## config.mk

```make
export PLATFORM = sky130hd
export DESIGN_NAME = cordic_result_serializer
export DESIGN_NICKNAME = d
export VERILOG_FILES = /design/src/rtl/cordic_ser_pkg.sv /design/src/rtl/cordic_res_fifo.sv /design/src/rtl/cordic_result_serializer.sv
export SDC_FILE = /design/constraint.sdc
export NUM_CORES = 1
export LEC_CHECK = 0
export ABC_AREA = 1
export CAP_MARGIN = 15
export CELL_PAD_IN_SITES_DETAIL_PLACEMENT = 0
export CELL_PAD_IN_SITES_GLOBAL_PLACEMENT = 1
export CORE_MARGIN = 10
export CORE_UTILIZATION = 35
export CTS_BUF_LIST = sky130_fd_sc_hd__clkbuf_2 sky130_fd_sc_hd__clkbuf_4 sky130_fd_sc_hd__clkbuf_8
export DETAILED_ROUTE_END_ITERATION = 8
export GPL_ROUTABILITY_DRIVEN = 0
export PLACE_DENSITY_LB_ADDON = 0.1
export SYNTH_ARGS = -nofsm -noshare
export SYNTH_HDL_FRONTEND = slang
export SYNTH_HIERARCHICAL = 1
export SYNTH_SLANG_ARGS = --single-unit
```

## constraint.sdc

```tcl
create_clock -name clk -period 2.65 [get_ports clk]
set_input_delay 0.53 -clock clk [delete_from_list [all_inputs] [get_ports clk]]
set_output_delay 0.53 -clock clk [all_outputs]
set_load 0.02 [all_outputs]
```

## src/rtl/cordic_ser_pkg.sv

```systemverilog
// Shared types for the CORDIC result serializer.
// Frame: start, LSB-first value, mode tag, stop.
package cordic_ser_pkg;

  localparam int RES_W      = 11;
  localparam int FRAME_BITS = 14;

  typedef enum logic [2:0] {
    IDLE,
    START,
    DATA,
    TAG,
    STOP
  } state_t;

  typedef struct packed {
    logic             mode;
    logic [RES_W-1:0] val;
  } entry_t;

endpackage

```

## src/rtl/cordic_res_fifo.sv

```systemverilog
// Circular result FIFO; a push while full is dropped
// unless a pop frees the slot on the same edge.
module cordic_res_fifo
  import cordic_ser_pkg::*;
#(
  parameter  int DEPTH = 4,
  localparam int AW    = $clog2(DEPTH),
  localparam int CW    = AW + 1
) (
  input  logic          clk,
  input  logic          rst_n,
  input  logic          push,
  input  logic          pop,
  input  entry_t        wdata,
  output entry_t        rdata,
  output logic [CW-1:0] count,
  output logic          full
);

  entry_t        mem [DEPTH];
  logic [AW-1:0] wp;
  logic [AW-1:0] rp;
  logic          wr;

  assign full  = count == CW'(DEPTH);
  assign wr    = push & (~full | pop);
  assign rdata = mem[rp];

  always_ff @(posedge clk or negedge rst_n) begin
    if (!rst_n) begin
      wp    <= '0;
      rp    <= '0;
      count <= '0;
    end else begin
      if (wr)  wp <= wp + 1'b1;
      if (pop) rp <= rp + 1'b1;
      case ({wr, pop})
        2'b10:   count <= count + 1'b1;
        2'b01:   count <= count - 1'b1;
        default: count <= count;
      endcase
    end
  end

  always_ff @(posedge clk) begin
    if (wr) mem[wp] <= wdata;
  end

endmodule

```

## src/rtl/cordic_result_serializer.sv

```systemverilog
// Captures CORDIC results on the done rise and streams
// them out as framed LSB-first serial bits on tx_out.
module cordic_result_serializer
  import cordic_ser_pkg::*;
#(
  parameter  int DATA_W   = RES_W,
  parameter  int DEPTH    = 4,
  parameter  int BAUD_DIV = 4,
  localparam int CW       = $clog2(DEPTH) + 1
) (
  input  logic              clk,
  input  logic              rst_n,
  input  logic [DATA_W-1:0] res_val,
  input  logic              res_done,
  input  logic              res_mode,
  input  logic              clr_ovf,
  output logic              tx_out,
  output logic              tx_busy,
  output logic [CW-1:0]     fifo_count,
  output logic              overflow
);

  localparam int BW = (BAUD_DIV > 1) ? $clog2(BAUD_DIV) : 1;
  localparam int NW = $clog2(DATA_W);
  localparam logic [BW-1:0] BLAST = BW'(BAUD_DIV - 1);
  localparam logic [NW-1:0] NLAST = NW'(DATA_W - 1);

  state_t            state;
  logic              done_prev;
  logic              push;
  logic              pop;
  logic              full;
  logic              bend;
  logic              mode_q;
  logic [BW-1:0]     bcnt;
  logic [NW-1:0]     nbit;
  logic [DATA_W-1:0] shreg;
  entry_t            wdata;
  entry_t            rdata;

  assign push    = res_done & ~done_prev;
  assign pop     = (state == IDLE) && (fifo_count != '0);
  assign bend    = bcnt == BLAST;
  assign tx_busy = state != IDLE;
  assign wdata   = {res_mode, res_val};

  cordic_res_fifo #(
    .DEPTH (DEPTH)
  ) u_fifo (
    .clk   (clk),
    .rst_n (rst_n),
    .push  (push),
    .pop   (pop),
    .wdata (wdata),
    .rdata (rdata),
    .count (fifo_count),
    .full  (full)
  );

  // done_prev resets high so a level held through reset is not a result
  always_ff @(posedge clk or negedge rst_n) begin
    if (!rst_n) begin
      done_prev <= 1'b1;
      overflow  <= 1'b0;
    end else begin
      done_prev <= res_done;
      if (push & full & ~pop) overflow <= 1'b1;
      else if (clr_ovf)       overflow <= 1'b0;
    end
  end

  always_ff @(posedge clk or negedge rst_n) begin
    if (!rst_n) begin
      state  <= IDLE;
      tx_out <= 1'b1;
      bcnt   <= '0;
      nbit   <= '0;
      shreg  <= '0;
      mode_q <= 1'b0;
    end else begin
      bcnt <= (state == IDLE || bend) ? '0 : bcnt + 1'b1;
      case (state)
        IDLE: begin
          tx_out <= 1'b1;
          if (pop) begin
            state  <= START;
            tx_out <= 1'b0;
            shreg  <= rdata.val;
            mode_q <= rdata.mode;
            nbit   <= '0;
          end
        end
        START: if (bend) begin
          state  <= DATA;
          tx_out <= shreg[0];
          shreg  <= shreg >> 1;
        end
        DATA: if (bend) begin
          if (nbit == NLAST) begin
            state  <= TAG;
            tx_out <= mode_q;
          end else begin
            nbit   <= nbit + 1'b1;
            tx_out <= shreg[0];
            shreg  <= shreg >> 1;
          end
        end
        TAG: if (bend) begin
          state  <= STOP;
          tx_out <= 1'b1;
        end
        STOP: if (bend) state <= IDLE;
        default: state <= IDLE;
      endcase
    end
  end

endmodule

```

### After elaboration in Yosys (flattened, before gate mapping)

Memory sizes are Yosys's and may differ from the RTL's.
Index checks and enable logic that the tools add are counted.

| cells by class | value |
|---|---|
| order comparisons | 0 |
| divide/modulo/power cells | 0 |
| shift-type cells | 0 |
| multiplexer cells | 28 |
| equal/unequal tests | 16 |
| reduce and logical (&&, ||, !) cells | 15 |
| multipliers | 0 |
| add/subtract/negate cells | 6 |
| bitwise operators | 8 |

Operators by type and width:

| cell | count |
|---|---|
| $mux W11 | 4 |
| $pmux W11 S3 | 1 |
| $mux W3 | 6 |
| $pmux W3 S5 | 1 |
| $ne A2 B2 Y1 const B | 7 |
| $mux W4 | 3 |
| $mux W1 | 9 |
| $reduce_bool A3 Y1 | 3 |
| $pmux W4 S2 | 1 |
| $reduce_and A4 Y1 | 2 |
| $add A2 B1 Y2 const B | 3 |
| $eq A3 B2 Y1 const B | 2 |
| $eq A3 B3 Y1 const B | 2 |
| $pmux W3 S2 | 1 |
| $reduce_and A6 Y1 | 1 |
| $reduce_bool A2 Y1 | 3 |
| $reduce_and A5 Y1 | 1 |
| $add A4 B1 Y4 const B | 1 |
| $and A1 B1 Y1 | 4 |
| $eq A2 B2 Y1 const B | 2 |
| $eq A4 B4 Y1 const B | 1 |
| $pmux W1 S4 | 1 |
| $reduce_bool A4 Y1 | 1 |
| $add A3 B1 Y3 const B | 1 |
| other kinds (10) | 12 |

| storage, ports and cells | value |
|---|---|
| bits in registers | 31 |
| memories kept | 1 |
| latch bits | 0 |
| memory bits (read-only) | 0 |
| input port bits | 16 |
| bits in writable memories | 48 |
| word-level logic and storage cells | 85 |

Memories:

| memory | depth | width | rd ports | clocked after Yosys merged registers in | write ports | RTL line | RTL |
|---|---|---|---|---|---|---|---|
| u_fifo.mem | 4 | 12 | 1 | 0 | 1 | cordic_res_fifo.sv:20 | `entry_t mem [DEPTH];` |

### Logic depth before layout (Yosys ltp)

| depth | value |
|---|---|
| depth after elaboration | 6 |
| depth in mapped cells | 12 |
| mapped depth without buffers | 12 |

### Hierarchy

Netlist, hierarchy kept.

By module, submodules not included:

| module | instances | area an instance (um2) | sequential area each (um2) | cells an instance |
|---|---|---|---|---|
| cordic_res_fifo | 1 | 2268.4 | 1616.6 | 179 |
| cordic_result_serializer | 1 | 1332.5 | 603.1 | 183 |

### Worst setup path after synthesis

OpenSTA, ideal clock, no wires.

| timing | value |
|---|---|
| path type | reg-to-reg |
| start | register state[1] |
| end | memory u_fifo/mem[0][0] (netlist name), enable pin |
| data arrival time | 1.905 ns |
| path buffers | 0 |
| library setup time | 0.380 ns |
| required time | 2.270 ns |
| clock period less this slack | 2.286 ns |
| stages on the path, launching flop included | 8 |
| path slack | 0.364 ns |
| cell sequence | dfrtp_1 > nor2_2 > nand2_2 > a21oi_2 > inv_1 > nand2_2 > nand2_2 > nor2_1 |

| on the way | value |
|---|---|
| word-level cells in the longest chain between the ends | 6 |

RTL lines:

| what | RTL line | RTL |
|---|---|---|
| from (decl) | cordic_result_serializer.sv:28 | `state_t state;` |
| from (signal assigned) | cordic_result_serializer.sv:74 | `state <= IDLE;` |
| from (signal assigned) | cordic_result_serializer.sv:86 | `state <= START;` |
| from (signal assigned) | cordic_result_serializer.sv:94 | `state <= DATA;` |
| $logic_not A3 Y1 | cordic_result_serializer.sv:42 | `assign pop = (state == IDLE) && (fifo_count != '0);` |
| $logic_and A1 B1 Y1 | cordic_result_serializer.sv:42 |  |
| via pop | cordic_result_serializer.sv:31 | `logic pop;` |
| $or A1 B1 Y1 | cordic_res_fifo.sv:26 | `assign wr = push & (~full \| pop);` |
| $and A1 B1 Y1 | cordic_res_fifo.sv:26 |  |
| $mux W1 | cordic_res_fifo.sv:46 | `if (wr) mem[wp] <= wdata;` |
| $mux W1 (implied by the code) | cordic_res_fifo.sv:46 |  |
| to (decl) | cordic_res_fifo.sv:20 |  |

The timed path passes the listed nets, and every way through them passes these cells.

### Worst setup path in the final report

| timing | value |
|---|---|
| start | register state[1] |
| end | output port tx_busy |

| on the way | value |
|---|---|
| word-level cells in the longest chain between the ends | 1 |

RTL lines:

| what | RTL line | RTL |
|---|---|---|
| $reduce_bool A3 Y1 | cordic_result_serializer.sv:44 | `assign tx_busy = state != IDLE;` |
| to (decl) | cordic_result_serializer.sv:18 | `output logic tx_busy,` |

Every way passes these cells.

==> impl_metrics.env <==
export IMPL_worstHoldPathType="reg -> reg"
export IMPL_area_growth_synth_to_final_pct=15.71
export IMPL_num_antenna_cells=0
export IMPL_path_max_fanout=6
export IMPL_die_area_um2=14750
export IMPL_synth_top_area_share=0.4003
export IMPL_syn_avg_cell_area_um2=9.947
export IMPL_drtIter0Drc=78
export IMPL_critPathBufInv=1
export IMPL_clk_latency_ps=340
export IMPL_drive_gt1_frac=0.1190
export IMPL_gr_total_overflow=0
export IMPL_ioPinCount=22
export IMPL_synth_seq_cells=79
export IMPL_maxSlewViolCount=0
export IMPL_clockRootBuffer="clkbuf_8"
export IMPL_routed_wl_um=7011
export IMPL_layout_commonest_cell="nand2_1"
export IMPL_syn_inst=362
export IMPL_netlist_area_um2=3601
export IMPL_cts_resized=0
export IMPL_grt_first_pass_wirelength_um=11830
export IMPL_vdd_drop_max_v=0.0004227
export IMPL_hpwlAfterDp_um=4795
export IMPL_critPathMaxStageDelay_ps=570
export IMPL_postCtsSetupBuffers=0
export IMPL_cp_arrival_ps=1660
export IMPL_p_leak_nw=1.790
export IMPL_fin_crit_sh=0.8270
export IMPL_seq_area_frac_synth=0.6164
export IMPL_synth_area_leaders="edfxtp_1, dfrtp_1, nand2_1"
export IMPL_core_area_um2=9910
export IMPL_rsz0062_at_grt="no"
export IMPL_cp_end_kind="primary output"
export IMPL_wl_per_cell_um=13.28
export IMPL_fmax_mhz=456.3
export IMPL_numCtsBuffers=9
export IMPL_fin_crit_ps=2192
export IMPL_nets=414
export IMPL_crit_path_start_kind="flip-flop"
export IMPL_crit_chain="nor2_2 > nand2_2 > clkdlybuf4s50_1"
export IMPL_netlist_cell_type_count=29
export IMPL_synth_top_cell_by_area="edfxtp_1"
export IMPL_grt_usage=0.1013
export IMPL_worst_pin_slew_ps=567.5
export IMPL_cts_max_level=3
export IMPL_critPathSlowestCell="clkdlybuf4s50_1"
export IMPL_p_per_area_nw_per_um2=1143
export IMPL_die_w_um=121.4
export IMPL_initial_utilization=0.3634
export IMPL_drc=0
export IMPL_final_cell_mix="nand2_1, edfxtp_1, nor2_1, dfrtp_1, o21ai_0"
export IMPL_ys_warn_count=6
export IMPL_grt_pass1_vias=2407
export IMPL_status="finished clean"
export IMPL_critPathKind="reg -> out"
export IMPL_finalSetupViolCount=0
export IMPL_total_power_w=0.004760
export IMPL_maxCapViolCount=0
export IMPL_vias=2402
export IMPL_relSlewSlack=0.6217
export IMPL_antenna_found_initial=0
export IMPL_cts_tree="done"
export IMPL_path_clk_slew_ps=80
export IMPL_dr_pass1_iters=4
export IMPL_critPathTopFamily="buffers and inverters"
export IMPL_die_height_um=121.4
export IMPL_cts_sinks=79
export IMPL_port_buffers=21
export IMPL_rows=36
export IMPL_hold_violations=0
export IMPL_cts_hold_buffers_added=0
export IMPL_grt_max_degree=32
export IMPL_clockBufferDepth=2
export IMPL_fin_setup_tns_ps=0
export IMPL_worstPathRequired_ps=2120
export IMPL_syn_nets=386
export IMPL_skew_ps=9.786
export IMPL_drt_vias_per_instance=4.549
export IMPL_ant_nets=0
==> cell families after synthesis <==
logic type | count (synthesis) | share of synthesized area
xor+xnor | 4 | 0.009731
flops | 79 | 0.6164
fa+ha+maj | 8 | 0.02988
simple gates | 184 | 0.2189
buf+inv | 42 | 0.05733
compound gates | 45 | 0.06775
==> cells in the mapped netlist (all sizes together) <==
cell type and count:
edfxtp 48, nand3 18, inv 32, buf 10, nor2 46, or2 1, o22ai 12, fa 1
xor2 3, nand2 118, nand3b 1, ha 7, o21ai 30, dfstp 2, a21oi 3, xnor2 1
dfrtp 29
==> layer usage <==
layer	vias to the layer above	wire, um	global-route usage
li1	1239	-	-
met1	1128	3300	0.1258
met2	24	3395	0.1627
met3	11	219	0.02885
met4	0	96	0.03949
met5	-	0	0
==> power by group <==
group          leakage (nW)  internal, W  switching [W]
registers             0.825      0.00160       0.000226
logic                 0.849     0.000661        0.00127
clock network         0.117     0.000569       0.000439
==> registers in the layout, summed over array words and instances, names as in the netlist <==
| register | flops |
|---|---|
| done_prev | 1 |
| mode_q | 1 |
| u_fifo/rp | 2 |
| shreg | 11 |
| nbit | 4 |
| tx_out | 1 |
| u_fifo/count | 3 |
| state | 3 |
| u_fifo/wp | 2 |
| overflow | 1 |
| u_fifo/mem | 48 |
| bcnt | 2 |
==> worst paths after layout <==
path,startpoint,cells after the start,slack [ps],endpoint
setup / recovery,state[1],3,460,tx_busy
hold / removal,bcnt[0],1,450,bcnt[0]
setup reg to reg,state[1],8,510,u_fifo/mem[0][0]
hold reg to reg,bcnt[0],1,450,bcnt[0]
max in group asynchronous,rst_n,2,1730,done_prev
min in group asynchronous,rst_n,2,580,shreg[4]
==> stage by stage <==
stage / std cells / setup WS [ps] / hold WS [ps] / cell area (um2) / util
floorplan: 362 / 364.5 / 234.4 / 3601 / -
global placement: 512 / 406.0 / 423.0 / 3939 / 0.3975
detailed placement: 512 / 366.8 / 438.3 / 3939 / 0.3975
CTS: 528 / 427.2 / 450.1 / 4167 / 0.4205
global route: 528 / 307.9 / 472.9 / 4167 / 0.4205
finish: 528 / 458.4 / 449.0 / 4167 / 0.4205
==> cell type report <==
cell class / count / area (um2)
flip-flops and latches: 79 / 2220
well taps: 133 / 166.4
clock inverters: 5 / 82.58
fillers: 994 / 5743
repair buffers: 27 / 255.2
inverters: 32 / 122.6
clock buffers: 11 / 145.1
multi-input cells: 241 / 1175
==> worst register-to-register path, cell delays in order (launching register included) <==
cell     delay (ps)
dfrtp_1         450
nor2_2          180
nand2_2         120
a21oi_2         360
inv_1           150
nand2_2         120
nand2_2          90
nor2_1          120
buf_4           230
Power figures use the tool's default switching activity.
